==> src/rtl/multicycle_control_unit.sv <==
// Multi-cycle MIPS control FSM: sequences fetch/decode/execute/memory/writeback
// over a shared ALU and memory port, with a memory-wait watchdog and halt trap.
module multicycle_control_unit #(
    parameter int OPC_W        = 6,
    parameter int ALUOP_W      = 3,
    parameter int MEM_WAIT_MAX = 15
) (
    input  logic               clk,
    input  logic               rst_n,
    input  logic [OPC_W-1:0]   opcode,
    input  logic               mem_ready,
    output logic               pc_write,
    output logic               pc_write_cond,
    output logic [1:0]         pc_source,
    output logic               i_or_d,
    output logic               mem_read,
    output logic               mem_write,
    output logic               ir_write,
    output logic               reg_dst,
    output logic               mem_to_reg,
    output logic               reg_write,
    output logic               alu_src_a,
    output logic [1:0]         alu_src_b,
    output logic [ALUOP_W-1:0] alu_op,
    output logic [3:0]         state,
    output logic               illegal_op,
    output logic               bus_error
);
    localparam logic [3:0] S_FETCH     = 4'd0;
    localparam logic [3:0] S_DECODE    = 4'd1;
    localparam logic [3:0] S_MEM_ADDR  = 4'd2;
    localparam logic [3:0] S_MEM_READ  = 4'd3;
    localparam logic [3:0] S_MEM_WB    = 4'd4;
    localparam logic [3:0] S_MEM_WRITE = 4'd5;
    localparam logic [3:0] S_EXEC_R    = 4'd6;
    localparam logic [3:0] S_R_WB      = 4'd7;
    localparam logic [3:0] S_BRANCH    = 4'd8;
    localparam logic [3:0] S_JUMP      = 4'd9;
    localparam logic [3:0] S_EXEC_I    = 4'd10;
    localparam logic [3:0] S_I_WB      = 4'd11;
    localparam logic [3:0] S_HALT      = 4'd12;

    localparam logic [OPC_W-1:0] OP_R    = OPC_W'(6'b000000);
    localparam logic [OPC_W-1:0] OP_LW   = OPC_W'(6'b100011);
    localparam logic [OPC_W-1:0] OP_SW   = OPC_W'(6'b101011);
    localparam logic [OPC_W-1:0] OP_BEQ  = OPC_W'(6'b000100);
    localparam logic [OPC_W-1:0] OP_J    = OPC_W'(6'b000010);
    localparam logic [OPC_W-1:0] OP_ADDI = OPC_W'(6'b001000);
    localparam logic [OPC_W-1:0] OP_ANDI = OPC_W'(6'b001100);
    localparam logic [OPC_W-1:0] OP_ORI  = OPC_W'(6'b001101);

    localparam int CNT_W = (MEM_WAIT_MAX > 0) ? $clog2(MEM_WAIT_MAX + 1) : 1;

    logic [3:0]       next_state;
    logic [CNT_W-1:0] wait_cnt;
    logic             mem_state;
    logic             expire;

    assign mem_state = (state == S_FETCH) || (state == S_MEM_READ) || (state == S_MEM_WRITE);
    // A ready in the expiry cycle still completes the access.
    assign expire = mem_state && !mem_ready && (MEM_WAIT_MAX > 0)
                    && (wait_cnt == CNT_W'(MEM_WAIT_MAX));

    always_comb begin
        next_state = S_FETCH;
        case (state)
            S_FETCH:     next_state = expire ? S_HALT : (mem_ready ? S_DECODE : S_FETCH);
            S_DECODE: begin
                if (opcode == OP_LW || opcode == OP_SW)                            next_state = S_MEM_ADDR;
                else if (opcode == OP_R)                                           next_state = S_EXEC_R;
                else if (opcode == OP_BEQ)                                         next_state = S_BRANCH;
                else if (opcode == OP_J)                                           next_state = S_JUMP;
                else if (opcode == OP_ADDI || opcode == OP_ANDI || opcode == OP_ORI) next_state = S_EXEC_I;
                else                                                               next_state = S_HALT;
            end
            S_MEM_ADDR:  next_state = (opcode == OP_LW) ? S_MEM_READ : S_MEM_WRITE;
            S_MEM_READ:  next_state = expire ? S_HALT : (mem_ready ? S_MEM_WB : S_MEM_READ);
            S_MEM_WRITE: next_state = expire ? S_HALT : (mem_ready ? S_FETCH : S_MEM_WRITE);
            S_EXEC_R:    next_state = S_R_WB;
            S_BRANCH:    next_state = S_FETCH;
            S_JUMP:      next_state = S_FETCH;
            S_EXEC_I:    next_state = S_I_WB;
            S_HALT:      next_state = S_HALT;
            default:     next_state = S_FETCH;
        endcase
    end

    always_ff @(posedge clk) begin
        if (!rst_n) begin
            state      <= S_FETCH;
            wait_cnt   <= '0;
            illegal_op <= 1'b0;
            bus_error  <= 1'b0;
        end else begin
            state <= next_state;
            if (mem_state && !mem_ready) begin
                if (wait_cnt != '1) wait_cnt <= wait_cnt + CNT_W'(1);
            end else begin
                wait_cnt <= '0;
            end
            if (state == S_DECODE && next_state == S_HALT) illegal_op <= 1'b1;
            if (expire) bus_error <= 1'b1;
        end
    end

    always_comb begin
        pc_write      = 1'b0;
        pc_write_cond = 1'b0;
        pc_source     = 2'b00;
        i_or_d        = 1'b0;
        mem_read      = 1'b0;
        mem_write     = 1'b0;
        ir_write      = 1'b0;
        reg_dst       = 1'b0;
        mem_to_reg    = 1'b0;
        reg_write     = 1'b0;
        alu_src_a     = 1'b0;
        alu_src_b     = 2'b00;
        alu_op        = '0;
        case (state)
            S_FETCH: begin
                mem_read  = 1'b1;
                alu_src_b = 2'b01;
                alu_op    = ALUOP_W'(3'b100);
                ir_write  = mem_ready;
                pc_write  = mem_ready;
            end
            S_DECODE: begin
                alu_src_b = 2'b11;
                alu_op    = ALUOP_W'(3'b100);
            end
            S_MEM_ADDR: begin
                alu_src_a = 1'b1;
                alu_src_b = 2'b10;
                alu_op    = ALUOP_W'(3'b100);
            end
            S_MEM_READ: begin
                mem_read = 1'b1;
                i_or_d   = 1'b1;
            end
            S_MEM_WB: begin
                reg_write  = 1'b1;
                mem_to_reg = 1'b1;
            end
            S_MEM_WRITE: begin
                mem_write = 1'b1;
                i_or_d    = 1'b1;
            end
            S_EXEC_R: begin
                alu_src_a = 1'b1;
                alu_op    = ALUOP_W'(3'b010);
            end
            S_R_WB: begin
                reg_write = 1'b1;
                reg_dst   = 1'b1;
            end
            S_BRANCH: begin
                alu_src_a     = 1'b1;
                alu_op        = ALUOP_W'(3'b111);
                pc_write_cond = 1'b1;
                pc_source     = 2'b01;
            end
            S_JUMP: begin
                pc_write  = 1'b1;
                pc_source = 2'b10;
            end
            S_EXEC_I: begin
                alu_src_a = 1'b1;
                alu_src_b = 2'b10;
                if (opcode == OP_ANDI)     alu_op = ALUOP_W'(3'b101);
                else if (opcode == OP_ORI) alu_op = ALUOP_W'(3'b110);
                else                       alu_op = ALUOP_W'(3'b100);
            end
            S_I_WB: reg_write = 1'b1;
            default: ;
        endcase
        // Held in reset: no request or write may leak onto the datapath.
        if (!rst_n) begin
            pc_write      = 1'b0;
            pc_write_cond = 1'b0;
            pc_source     = 2'b00;
            i_or_d        = 1'b0;
            mem_read      = 1'b0;
            mem_write     = 1'b0;
            ir_write      = 1'b0;
            reg_dst       = 1'b0;
            mem_to_reg    = 1'b0;
            reg_write     = 1'b0;
            alu_src_a     = 1'b0;
            alu_src_b     = 2'b00;
            alu_op        = '0;
        end
    end
endmodule
==> config.mk <==
export PLATFORM = sky130hd
export DESIGN_NAME = multicycle_control_unit
export DESIGN_NICKNAME = d
export VERILOG_FILES = /design/src/rtl/multicycle_control_unit.sv
export SDC_FILE = /design/constraint.sdc
export NUM_CORES = 1
export LEC_CHECK = 0
export CAP_MARGIN = 20
export CORE_MARGIN = 4
export CORE_UTILIZATION = 41
export CTS_CLUSTER_DIAMETER = 100
export DETAILED_ROUTE_END_ITERATION = 10
export PLACE_DENSITY = 0.79
export SLEW_MARGIN = 20
export SYNTH_ARGS = -nofsm -noshare
export SYNTH_HDL_FRONTEND = slang
export SYNTH_SLANG_ARGS = --single-unit
==> constraint.sdc <==
create_clock -name clk -period 4.25 [get_ports clk]
set_input_delay 1.275 -clock clk [delete_from_list [all_inputs] [get_ports clk]]
set_output_delay 1.275 -clock clk [all_outputs]
set_load 0.02 [all_outputs]
==> metrics.md, run 1 <==
| Metric | Value |
|---|---|
| Outcome | finished clean |
| Fmax | ~0.24 GHz |
| Pins Over Slew Limit | 0 |
| Max clock buf depth | 2 |
| Synth top area cells | dfxtp_1 21%, nor2_1 8.9%, nand2_1 4.7% |
| Ys async rst share | 0 |
| Top-area cell type share of the netlist area | 0.2073 |
| Area leader, netlist | dfxtp_1 |
| Final worst slack | 94.41 ps |
| Post-Syn Area | between 900 and 1000 sq um |
| Reg2reg path depth | 4 |
| CTS root buf | clkbuf_4 |
| RSZ-0062 raised after global routing | false |
| Tcrit/Tclk final | 0.9778 |
| Critical Path Max Stage Delay | between 600 and 700 ps |
| Die height | about 57 um |
| Total clock sinks | 10 |
| Gr usage total | 0.1791 |
| Post-synth EDFFs | 0 |
| Core box area | approximately 2200 sq um |
| DR WL/cell | around 14 um |
| VDD IR-drop max | 0.1056 mV |
| Final Hold Viols | 0 |
| CP max stage cell | clkdlybuf4s50_1 |
| Clock Latency Late Sink | around 260 ps |
| Detailed placement HPWL | between 2 and 2.5 mm |
| Crit-path cells | clkdlybuf4s50_1 > nand2_1 > nor2_1 > and3_1 > clkdlybuf4s50_1 |
| Required @ worst endpoint | 2970 ps |
| Gpl congestion | approximately 0.84 |
| Initial antenna violation count | 0 |
| Fill cell count | just over 200 |
| CTS tree | built |
| Crit end category | output port |
| Place WS | -144.7 ps |
| Fin cells | 200 |
| Vias in the first global route | between 1k and 1.5k |
| Die W | approximately 57 um |
| Post-synthesis sequential area ratio | 0.2073 |
| Initial DRC count | 21 |
| Pin count of the biggest net entering global routing | 20 |
| Crit path DAT | about 2900 ps |
| H-Tree Depth | 1 |
| Congestion Overflow GR | 0 |
| Worst Path Buf+Inv | 2 |
| #FFs+latches synth | 10 |
| Nature of the critical path startpoint | input pin |
| Post-Route WL | 2.807 mm |
| Most common cell on crit path | clkdlybuf4s50_1 |
| Max Fanout on Critical Path | 4 |
| Final Power | around 300 uW |
| Reg2Reg Setup Slack | ~2300 ps |
| Distinct cells, synth | 42 |
| CTS Hold Bufs | 0 |
| Clock Skew | approximately 1.1 ps |
| Crit path kind | input pin to output port |
| Top_reg_cell synth | dfxtp_1 |
| Post-layout net count | roughly 180 |
| I/O Pins | 32 |
| DRC viols | 0 |
| CP Capture Point | ir_write |
| CP Depth | 5 |
| Number of CTS-inserted buffers | 3 |
| Setup bufs post-CTS | 0 |
| Post-cts resize count | 3 |
| Final setup fails | 0 |
| Vias | between 1k and 1.5k |
| Placed cells | a little under 200 |
| First-pass DRT Iterations | 4 |
| Yosys warnings | 0 |
| Avg Cell Area, Syn | between 7 and 8 sq um |
| First-pass GRT wire length | between 4 and 5 mm |
| Vias per cell | roughly 5.7 |
| Worst R2R Start | state[1]$_SDFF_PN0_ |
| Power Density | about 220 nW/um^2 |
| Area Overhead vs Synth | 41.06% |
| Ant diodes | 0 |
| Crit-path leading delay family | buffers and inverters |
| Final period demand of the worst path | around 4200 ps |
| CP startpoint | rst_n |
| Worst-margin pin slew | roughly 750 ps |
| LEAKAGE | between 0.5 and 0.6 nW |
| Port-buffer cells | 31 |
| Layout cells sized above 1 | 0.1163 |
| Die ar. | roughly 3200 sq um |
| Final hold slack | ~460 ps |
| Starting density of the core | 0.4325 |
| CTS clk-pin slew, worst paths | around 60 ps |
| Reg2reg end | state[1]$_SDFF_PN0_ |
| Syn Inst Count | approximately 140 |
| Syn_nets | around 150 |
| Detail Route Antenna Nets | 0 |
| Min-Delay Path Class | flop to flop |
| Max Cap Viol | 0 |
| Rows | 17 |
| Max_slew headroom | 0.5024 |
[synth_stat cells, types with 3 or more instances]
cell,count
xor2_1,3
or2_1,4
o21ai_1,3
nor3b_1,4
nand2b_1,3
nor3_1,5
dfxtp_1,10
buf_2,5
o21ai_0,6
inv_1,4
nand2_1,12
a21oi_1,4
and3_1,4
nand3_1,5
nor2_1,23
a31oi_1,4
o31ai_1,3
[cells by family (layout without fill, tap and decap cells)]
logic type | count (synthesis) | in the layout | share of synthesized area
AND/OR/NAND/NOR | 75 | 75 | 0.4300
multiplexers | 3 | 3 | 0.03238
flip-flops | 10 | 10 | 0.2073
XOR/XNOR | 5 | 5 | 0.04535
buffers and inverters | 14 | 49 | 0.08031
AO/OA/AOI/OAI | 29 | 29 | 0.1917
adder cells (fa/ha/maj) | 1 | 1 | 0.01295
[worst register-to-register path: stages, from the launching register on]
cell and delay [ps]:
dfxtp_1 710, nand2b_1 470, a21oi_1 120, o21ai_0 400, a21oi_1 80
[through the flow]
stage            util  TNS, ps  instance area (sq um)
3_5_place_dp   0.5961   -210.4                   1331
2_1_floorplan       -        0                  965.9
3_3_place_gp   0.5961   -123.6                   1331
6_report       0.6101        0                   1363
4_1_cts        0.6045        0                   1350
5_1_grt        0.6101        0                   1363
[power by group]
part           internal (mW)  switching [mW]  total, mW
Combinational         0.0550          0.0610      0.116
Sequential            0.0982          0.0155      0.114
Clock                 0.0327          0.0314     0.0642
Total                  0.186           0.108      0.294
[cell type report]
cell class,count,area [sq um],area share
clock buffers,3,22.52,0.01653
inverters,4,15.01,0.01102
multi-input cells,113,688.2,0.5050
flip-flops and latches,10,200.2,0.1469
well taps,28,35.03,0.02571
repair buffers,42,401.6,0.2948
[cell usage in the layout, fill, tap and decap left out, types with 3 or more instances in the layout]
| cell type | n |
|---|---|
| o21ai_0 | 6 |
| nor2_1 | 23 |
| nor3b_1 | 4 |
| o31ai_1 | 3 |
| and3_1 | 4 |
| nand2_1 | 12 |
| dlygate4sd2_1 | 3 |
| buf_4 | 11 |
| nor3_1 | 5 |
| clkdlybuf4s50_1 | 23 |
| xor2_1 | 3 |
| or2_1 | 4 |
| clkbuf_4 | 3 |
| a21oi_1 | 4 |
| dfxtp_1 | 10 |
| nand3_1 | 5 |
| nand2b_1 | 3 |
| inv_1 | 4 |
| o21ai_1 | 3 |
| a31oi_1 | 4 |
| dlymetal6s2s_1 | 5 |
[how the worst min path moves through the flow]
stage / startpoint / to / cells past startpoint
global placement: illegal_op$_SDFFE_PN0P_ / illegal_op$_SDFFE_PN0P_ / 2
global route: bus_error$_SDFFE_PN0P_ / bus_error$_SDFFE_PN0P_ / 1
finish: illegal_op$_SDFFE_PN0P_ / illegal_op$_SDFFE_PN0P_ / 2
CTS: illegal_op$_SDFFE_PN0P_ / illegal_op$_SDFFE_PN0P_ / 2
detailed placement: illegal_op$_SDFFE_PN0P_ / illegal_op$_SDFFE_PN0P_ / 2
floorplan: wait_cnt[3]$_SDFFE_PN0N_ / wait_cnt[3]$_SDFFE_PN0N_ / 2
[per-layer routing]
layer | global-route usage | routed length (um)
met5 | 0 | 0
met4 | 0.04746 | 19
met3 | 0.02299 | 132
met2 | 0.3366 | 1460
met1 | 0.2086 | 1193
[flip-flops by register name, indices dropped and copies added (netlist names)]
register	flops
bus_error	1
state	4
illegal_op	1
wait_cnt	4
No activity file was read; power rests on OpenSTA's default activity.
==> run 2: changes to the inputs <==
--- a/config.mk
+++ b/config.mk
@@ -6,11 +6,13 @@
 export NUM_CORES = 1
 export LEC_CHECK = 0
 export CAP_MARGIN = 20
+export CELL_PAD_IN_SITES_DETAIL_PLACEMENT = 0
+export CELL_PAD_IN_SITES_GLOBAL_PLACEMENT = 2
 export CORE_MARGIN = 4
-export CORE_UTILIZATION = 41
+export CORE_UTILIZATION = 26
 export CTS_CLUSTER_DIAMETER = 100
 export DETAILED_ROUTE_END_ITERATION = 10
-export PLACE_DENSITY = 0.79
+export PLACE_DENSITY = 0.9
 export SLEW_MARGIN = 20
 export SYNTH_ARGS = -nofsm -noshare
 export SYNTH_HDL_FRONTEND = slang
==> run 2 against run 1 <==
  * Core utilization is 20 points lower
  * Final cell count is 10% higher
  * Highest routed layer unchanged
  * First-iteration DRC count grew to 3.0 times the previous value
  * Die area is 49% higher
  * Power is 20% higher
  * Critical path depth is 2 higher
  * Sequential power is 4% lower
  * Global-route usage is 4.1 points lower
  * Via count is 2.4% lower
==> metrics.md, run 2 (same netlist as run 1, synthesis figures left out) <==
| Metric | Value |
|---|---|
| Post-Route WL | 3.013 mm (+7.3%) |
| Crit path DAT | 2820 ps (-60 ps) |
| Final hold slack | 466.0 ps (+6.227 ps) |
| Outcome | finished clean |
| Post-layout net count | 185 (+0.54%) |
| First-pass DRT Iterations | 4 (unchanged) |
| Setup bufs post-CTS | 0 (unchanged) |
| Worst R2R Start | state[1]$_SDFF_PN0_ |
| Worst-margin pin slew | 637.8 ps (-107.6 ps) |
| Hold depth | 2 (unchanged) |
| Leading cell type in the layout, fill and taps excluded | nor2_1 |
| Pins Over Slew Limit | 0 (unchanged) |
| Number of CTS-inserted buffers | 3 (unchanged) |
| Min-Delay Path Class | flop to flop |
| Most frequent cells in the layout | 23 x nor2_1, 22 x clkdlybuf4s50_1, 12 x nand2_1, 12 x buf_4, 10 x dfxtp_1 |
| Reg2reg path depth | 4 (unchanged) |
| Max clock buf depth | 2 (unchanged) |
| Clock Latency Late Sink | 240 ps (-20 ps) |
| Die ar. | 4754 sq um (+49%) |
| Detailed placement HPWL | 2.324 mm (+5.2%) |
| Port-buffer cells | 31 (unchanged) |
| Nature of the critical path startpoint | input pin |
| Fill cell count | 369 (+78%) |
| Aggregate negative setup slack | 0 ps (unchanged) |
| Detail Route Antenna Nets | 0 (unchanged) |
| Reg2Reg Setup Slack | 2250 ps (-80 ps) |
| Reg area | 200.2 sq um (unchanged) |
| DR WL/cell | 13.70 um (-2.4%) |
| First-pass GRT wire length | 5.078 mm (+7.9%) |
| Total clock sinks | 10 (unchanged) |
| Logic gate share of total power | 0.346 (-0.049) |
| CTS clk-pin slew, worst paths | 50 ps (about the same) |
| Tcrit/Tclk final | 0.9635 (-0.01432) |
| CP Capture Point | alu_op[1] |
| Clock Skew | 2.525 ps (+1.451 ps) |
| Vias per cell | 5.095 (-11%) |
| Gr usage total | 0.1380 (-0.04109) |
| Initial DRC count | 63 (+200%) |
| Crit end category | output port |
| I/O Pins | 32 (unchanged) |
| Power Density | 245.8 nW/um^2 (+14%) |
| Core box area | 3468 sq um (+55%) |
| Net Sw Frac | 0.3272 (-0.03995) |
| Die W | 68.95 um (+22%) |
| DRC viols | 0 (unchanged) |
| LEAKAGE | 0.6221 nW (+5.4%) |
| Required @ worst endpoint | 2970 ps (about the same) |
| Area Overhead vs Synth | 47.93% |
| Max_slew headroom | 0.5742 (+0.07185) |
| Fmax | 0.2442 GHz (+1.5%) |
| Die height | 68.95 um (+22%) |
| CTS root buf | clkbuf_8 |
| Congestion Overflow GR | 0 (unchanged) |
| Initial antenna violation count | 0 (unchanged) |
| Switching pwr | 114.9 uW (+6.5%) |
| VDD IR-drop max | 0.1632 mV (+55%) |
| Max Fanout on Critical Path | 3 (-1) |
| Starting density of the core | 0.2785 (-0.1540) |
| Layout cells sized above 1 | 0.1264 (+0.01016) |
| Gpl congestion | 0.8027 (-4.3%) |
| CTS tree | built |
| Final period demand of the worst path | 4095 ps (-60.86 ps) |
| RSZ-0062 raised after global routing | false |
| Final Util | 0.4120 (-0.1981) |
| Final Hold Viols | 0 (unchanged) |
| Top flop regs | state (4), wait_cnt (4) |
| Clock power share | 0.340 (+0.122) |
| Vias in the first global route | 1,074 (+1.2%) |
| Final setup fails | 0 (unchanged) |
| CTS Hold Bufs | 0 (unchanged) |
| CP startpoint | opcode[3] |
| Vias | 1,121 (-2.4%) |
| H-Tree Depth | 1 (unchanged) |
| Max Cap Viol | 0 (unchanged) |
| Crit path kind | input pin to output port |
| Sequential fraction of design power | 0.314 (-0.073) |
| Internal power | 236.3 uW (+27%) |
| Rows | 21 (+4) |
| Ant diodes | 0 (unchanged) |
| Multi-input gate area | 688.2 sq um (unchanged) |
| Reg2reg end | state[1]$_SDFF_PN0_ |
| Pin count of the biggest net entering global routing | 19 (-5.0%) |
## run 2: changes by cell type in the layout (fill, tap and decap cells not counted), sizes merged
cell,previous run,this run
clkbuf,3,4
dlymetal6s2s,5,6
dlygate4sd2,3,2
clkdlybuf4s15,0,1
buf,11,12
clkdlybuf4s50,23,22
## run 2: through the flow
step,power (mW),area [sq um],worst slack [ps],std cells
2_1_floorplan,0.1817,965.9,636.6,137
3_3_place_gp,0.2339,1361,-147.0,216
3_5_place_dp,0.2356,1361,-143.7,216
4_1_cts,0.3555,1413,10.78,220
5_1_grt,0.3723,1429,5.379,220
6_report,0.3512,1429,155.3,220
## run 2: cell type report
cell class / count / share of cell area
clock buffer: 4 / 0.03853
inverter: 4 / 0.01051
multi-input combinational: 113 / 0.4816
sequential: 10 / 0.1401
tap: 46 / 0.04028
timing repair buffer: 43 / 0.2890
## run 2: worst min path at each step
stage,start,endpoint
6_report,illegal_op$_SDFFE_PN0P_,illegal_op$_SDFFE_PN0P_
5_1_grt,bus_error$_SDFFE_PN0P_,bus_error$_SDFFE_PN0P_
4_1_cts,illegal_op$_SDFFE_PN0P_,illegal_op$_SDFFE_PN0P_
3_5_place_dp,illegal_op$_SDFFE_PN0P_,illegal_op$_SDFFE_PN0P_
3_3_place_gp,bus_error$_SDFFE_PN0P_,bus_error$_SDFFE_PN0P_
2_1_floorplan,wait_cnt[3]$_SDFFE_PN0N_,wait_cnt[3]$_SDFFE_PN0N_
## run 2: power by group through the flow
stage / Sequential (mW) / Combinational (mW) / Clock [mW]
2_1_floorplan: 0.108 / 0.0733 / 0
3_3_place_gp: 0.112 / 0.122 / 0
3_5_place_dp: 0.112 / 0.124 / 0
4_1_cts: 0.110 / 0.123 / 0.122
5_1_grt: 0.111 / 0.134 / 0.127
6_report: 0.110 / 0.121 / 0.120
## run 2: routing by layer
| metal | up-vias | routed length, um | global-route usage |
|---|---|---|---|
| met5 | - | 0 | 0 |
| met4 | 0 | 6 | 0.03163 |
| met3 | 4 | 128 | 0.02269 |
| met2 | 30 | 1482 | 0.2381 |
| met1 | 517 | 1395 | 0.1784 |
| li1 | 570 | - | - |
## run 2: repair_timing
action                     in CTS  in global routing
setup endpoints to repair       3                  7
hold endpoints to repair        0                  0
pin swaps                       0                  0
gates cloned                    0                  0
gates resized for setup         3                  7
## run 2: critical path, cell delays in order
cell and delay (ps):
clkdlybuf4s50_1 480, nand2_1 70, nor2_1 160, nand3_1 100
a211o_1 300, a21oi_1 120, clkdlybuf4s15_1 320
==> run 3: changes to the inputs <==
--- a/config.mk
+++ b/config.mk
@@ -12,7 +12,8 @@
 export CORE_UTILIZATION = 26
 export CTS_CLUSTER_DIAMETER = 100
 export DETAILED_ROUTE_END_ITERATION = 10
-export PLACE_DENSITY = 0.9
+export GPL_TIMING_DRIVEN = 0
+export PLACE_DENSITY_LB_ADDON = 0.1
 export SLEW_MARGIN = 20
 export SYNTH_ARGS = -nofsm -noshare
 export SYNTH_HDL_FRONTEND = slang
==> run 3 against run 2 <==
  * Sequential share of layout area is 0.52 points higher
  * Core utilization is 1.5 points lower
  * First-iteration DRC count is 40% lower
  * Non-clock buffer count is 4 lower
  * Sequential power is 5% lower
  * Via count is 2.1% lower
  * Power is 1.1% lower
  * Critical path type unchanged
  * Largest cell class unchanged
  * Highest routed layer unchanged
==> metrics.md, run 3 (same netlist as run 1, synthesis figures left out) <==
| Metric | Value |
|---|---|
| I/O Pins | 32 (unchanged) |
| Vias per cell | 5.083 (-0.24%) |
| Vias | 1,098 (-2.1%) |
| Post-Route WL | 3.132 mm (+3.9%) |
| Crit end category | output port |
| VDD IR-drop max | 0.1737 mV (+6.4%) |
| Vias in the first global route | 1,081 (+0.65%) |
| Post-layout net count | 181 (-2.2%) |
| Design Area, Final | 1378 sq um (-3.6%) |
| CTS clk-pin slew, worst paths | 50 ps (about the same) |
| Initial antenna violation count | 0 (unchanged) |
| Final Util | 0.3972 (-0.01479) |
| Leading cell type in the layout, fill and taps excluded | clkdlybuf4s50_1 |
| GR Layer Usage met3 | 0.02269 (unchanged) |
| Die height | 68.95 um (unchanged) |
| Max Fanout on Critical Path | 7 (+4) |
| Min-Delay Path Class | flop to flop |
| Congestion Overflow GR | 0 (unchanged) |
| Initial DRC count | 38 (-40%) |
| Final period demand of the worst path | 4060 ps (-34.34 ps) |
| Ant diodes | 0 (unchanged) |
| DRC viols | 0 (unchanged) |
| Layout cells sized above 1 | 0.1294 (+0.002975) |
| DR WL/cell | 14.50 um (+5.9%) |
| Power Density | 252.2 nW/um^2 (+2.6%) |
| Clock Skew | 0.4822 ps (-2.043 ps) |
| Starting density of the core | 0.2785 (unchanged) |
| Top flop regs | state (4), wait_cnt (4) |
| Met2 global-route usage | 0.2452 (+0.007143) |
| Die W | 68.95 um (unchanged) |
| Required @ worst endpoint | 2970 ps (about the same) |
| Port-buffer cells | 29 (-6.5%) |
| CTS Hold Bufs | 0 (unchanged) |
| Setup bufs post-CTS | 0 (unchanged) |
| Post-DP Area | 1314 sq um (-3.5%) |
| RSZ-0062 raised after global routing | false |
| Pin count of the biggest net entering global routing | 11 (-8) |
| LEAKAGE | 0.5071 nW (-18%) |
| Max Cap Viol | 0 (unchanged) |
| Number of CTS-inserted buffers | 3 (unchanged) |
| Area Overhead vs Synth | 42.62% |
| Max_slew headroom | 0.6115 (+0.03732) |
| Met1 GRT Util | 0.1890 (+0.01055) |
| Worst-margin pin slew | 576.6 ps (-61.20 ps) |
| Crit path DAT | 2790 ps (-30 ps) |
| Clock Latency Late Sink | 230 ps (about the same) |
| Pins Over Slew Limit | 0 (unchanged) |
| Die ar. | 4754 sq um (unchanged) |
| First-pass GRT wire length | 5.140 mm (+1.2%) |
| Detail Route Antenna Nets | 0 (unchanged) |
| Crit path kind | input pin to output port |
| H-Tree Depth | 1 (unchanged) |
| Max clock buf depth | 2 (unchanged) |
| Final hold slack | 452.0 ps (-14.02 ps) |
| Gr usage total | 0.1443 (+0.006272) |
| Most frequent cells in the layout | 25 x clkdlybuf4s50_1, 21 x nor2_1, 12 x nand2_1, 10 x dfxtp_1, 6 x o21ai_0 |
| Most Crowded Layer GR | met2 |
| Nature of the critical path startpoint | input pin |
| Fmax | 0.2463 GHz (+0.85%) |
| Aggregate negative setup slack | 0 ps (unchanged) |
| First-pass DRT Iterations | 4 (unchanged) |
| Outcome | finished clean |
| Tcrit/Tclk final | 0.9554 (-0.008081) |
| Detailed placement HPWL | 2.456 mm (+5.7%) |
| Total clock sinks | 10 (unchanged) |
| Gpl congestion | 0.7651 (-4.7%) |
| Core box area | 3468 sq um (unchanged) |
| Final Hold Viols | 0 (unchanged) |
| Rows | 21 (unchanged) |
| CTS root buf | clkbuf_8 |
| CTS tree | built |
| Final setup fails | 0 (unchanged) |
| Fill cell count | 399 (+8.1%) |
[run 3: cell types whose count changed in the layout (fill, tap and decap cells not counted), sizes merged]
cell           change
buf                -4
clkbuf             +2
clkdlybuf4s15      +1
clkdlybuf4s50      +3
dlygate4sd2        -1
dlymetal6s2s       -5
[run 3: cell type report]
class / instances / area (sq um) / share of cell area
Timing Repair Buffer: 29 / 292.8 / 0.2125
Multi-Input combinational cell: 113 / 693.2 / 0.5032
Buffer: 10 / 63.81 / 0.04632
Sequential cell: 10 / 200.2 / 0.1453
Inverter: 4 / 15.01 / 0.01090
Tap cell: 46 / 57.56 / 0.04178
Clock buffer: 4 / 55.05 / 0.03996
[run 3: path summary, 6_finish.rpt]
| check | from | end | slack (ps) | depth (start not counted) |
|---|---|---|---|---|
| worst min register to register | illegal_op$_SDFFE_PN0P_ | illegal_op$_SDFFE_PN0P_ | 450 | 2 |
| worst min-delay path | illegal_op$_SDFFE_PN0P_ | illegal_op$_SDFFE_PN0P_ | 450 | 2 |
| worst max-delay path | opcode[1] | alu_op[1] | 190 | 6 |
| worst max register to register | wait_cnt[0]$_SDFFE_PN0N_ | state[0]$_SDFF_PN0_ | 2550 | 6 |
[run 3: stage by stage]
step | setup slack [ps] | std cells | total power, mW
after CTS | 55.38 | 216 | 0.3520
after detailed placement | -343.8 | 212 | 0.2316
after global routing | 14.33 | 216 | 0.3695
after floorplan | 636.6 | 137 | 0.1817
final | 189.6 | 216 | 0.3475
after global placement | -330.7 | 212 | 0.2306
[run 3: layer usage]
metal	wire length [um]	share of wire	up-vias
li1	-	-	565
met1	1464	0.47	504
met2	1516	0.48	25
met3	126	0.040	4
met4	25	0.0080	0
met5	0	0	-
[run 3: worst max-delay path, stage by stage]
cell	delay, ps
clkdlybuf4s50_1	530
nor2_2	180
nand3_1	100
a211o_1	300
a21oi_1	130
clkdlybuf4s15_2	270
[run 3: report_power, final]
part | switching (mW) | internal [mW] | total (mW) | leakage (nW)
Clock | 0.0369 | 0.0814 | 0.118 | 0.0288
Sequential | 0.00569 | 0.0985 | 0.104 | 0.0812
Combinational | 0.0725 | 0.0525 | 0.125 | 0.397
[run 3: timing repair]
| item | CTS | global route |
|---|---|---|
| gates resized for setup | 7 | 3 |
| setup endpoints to repair | 3 | 2 |
| pin swaps | 0 | 1 |
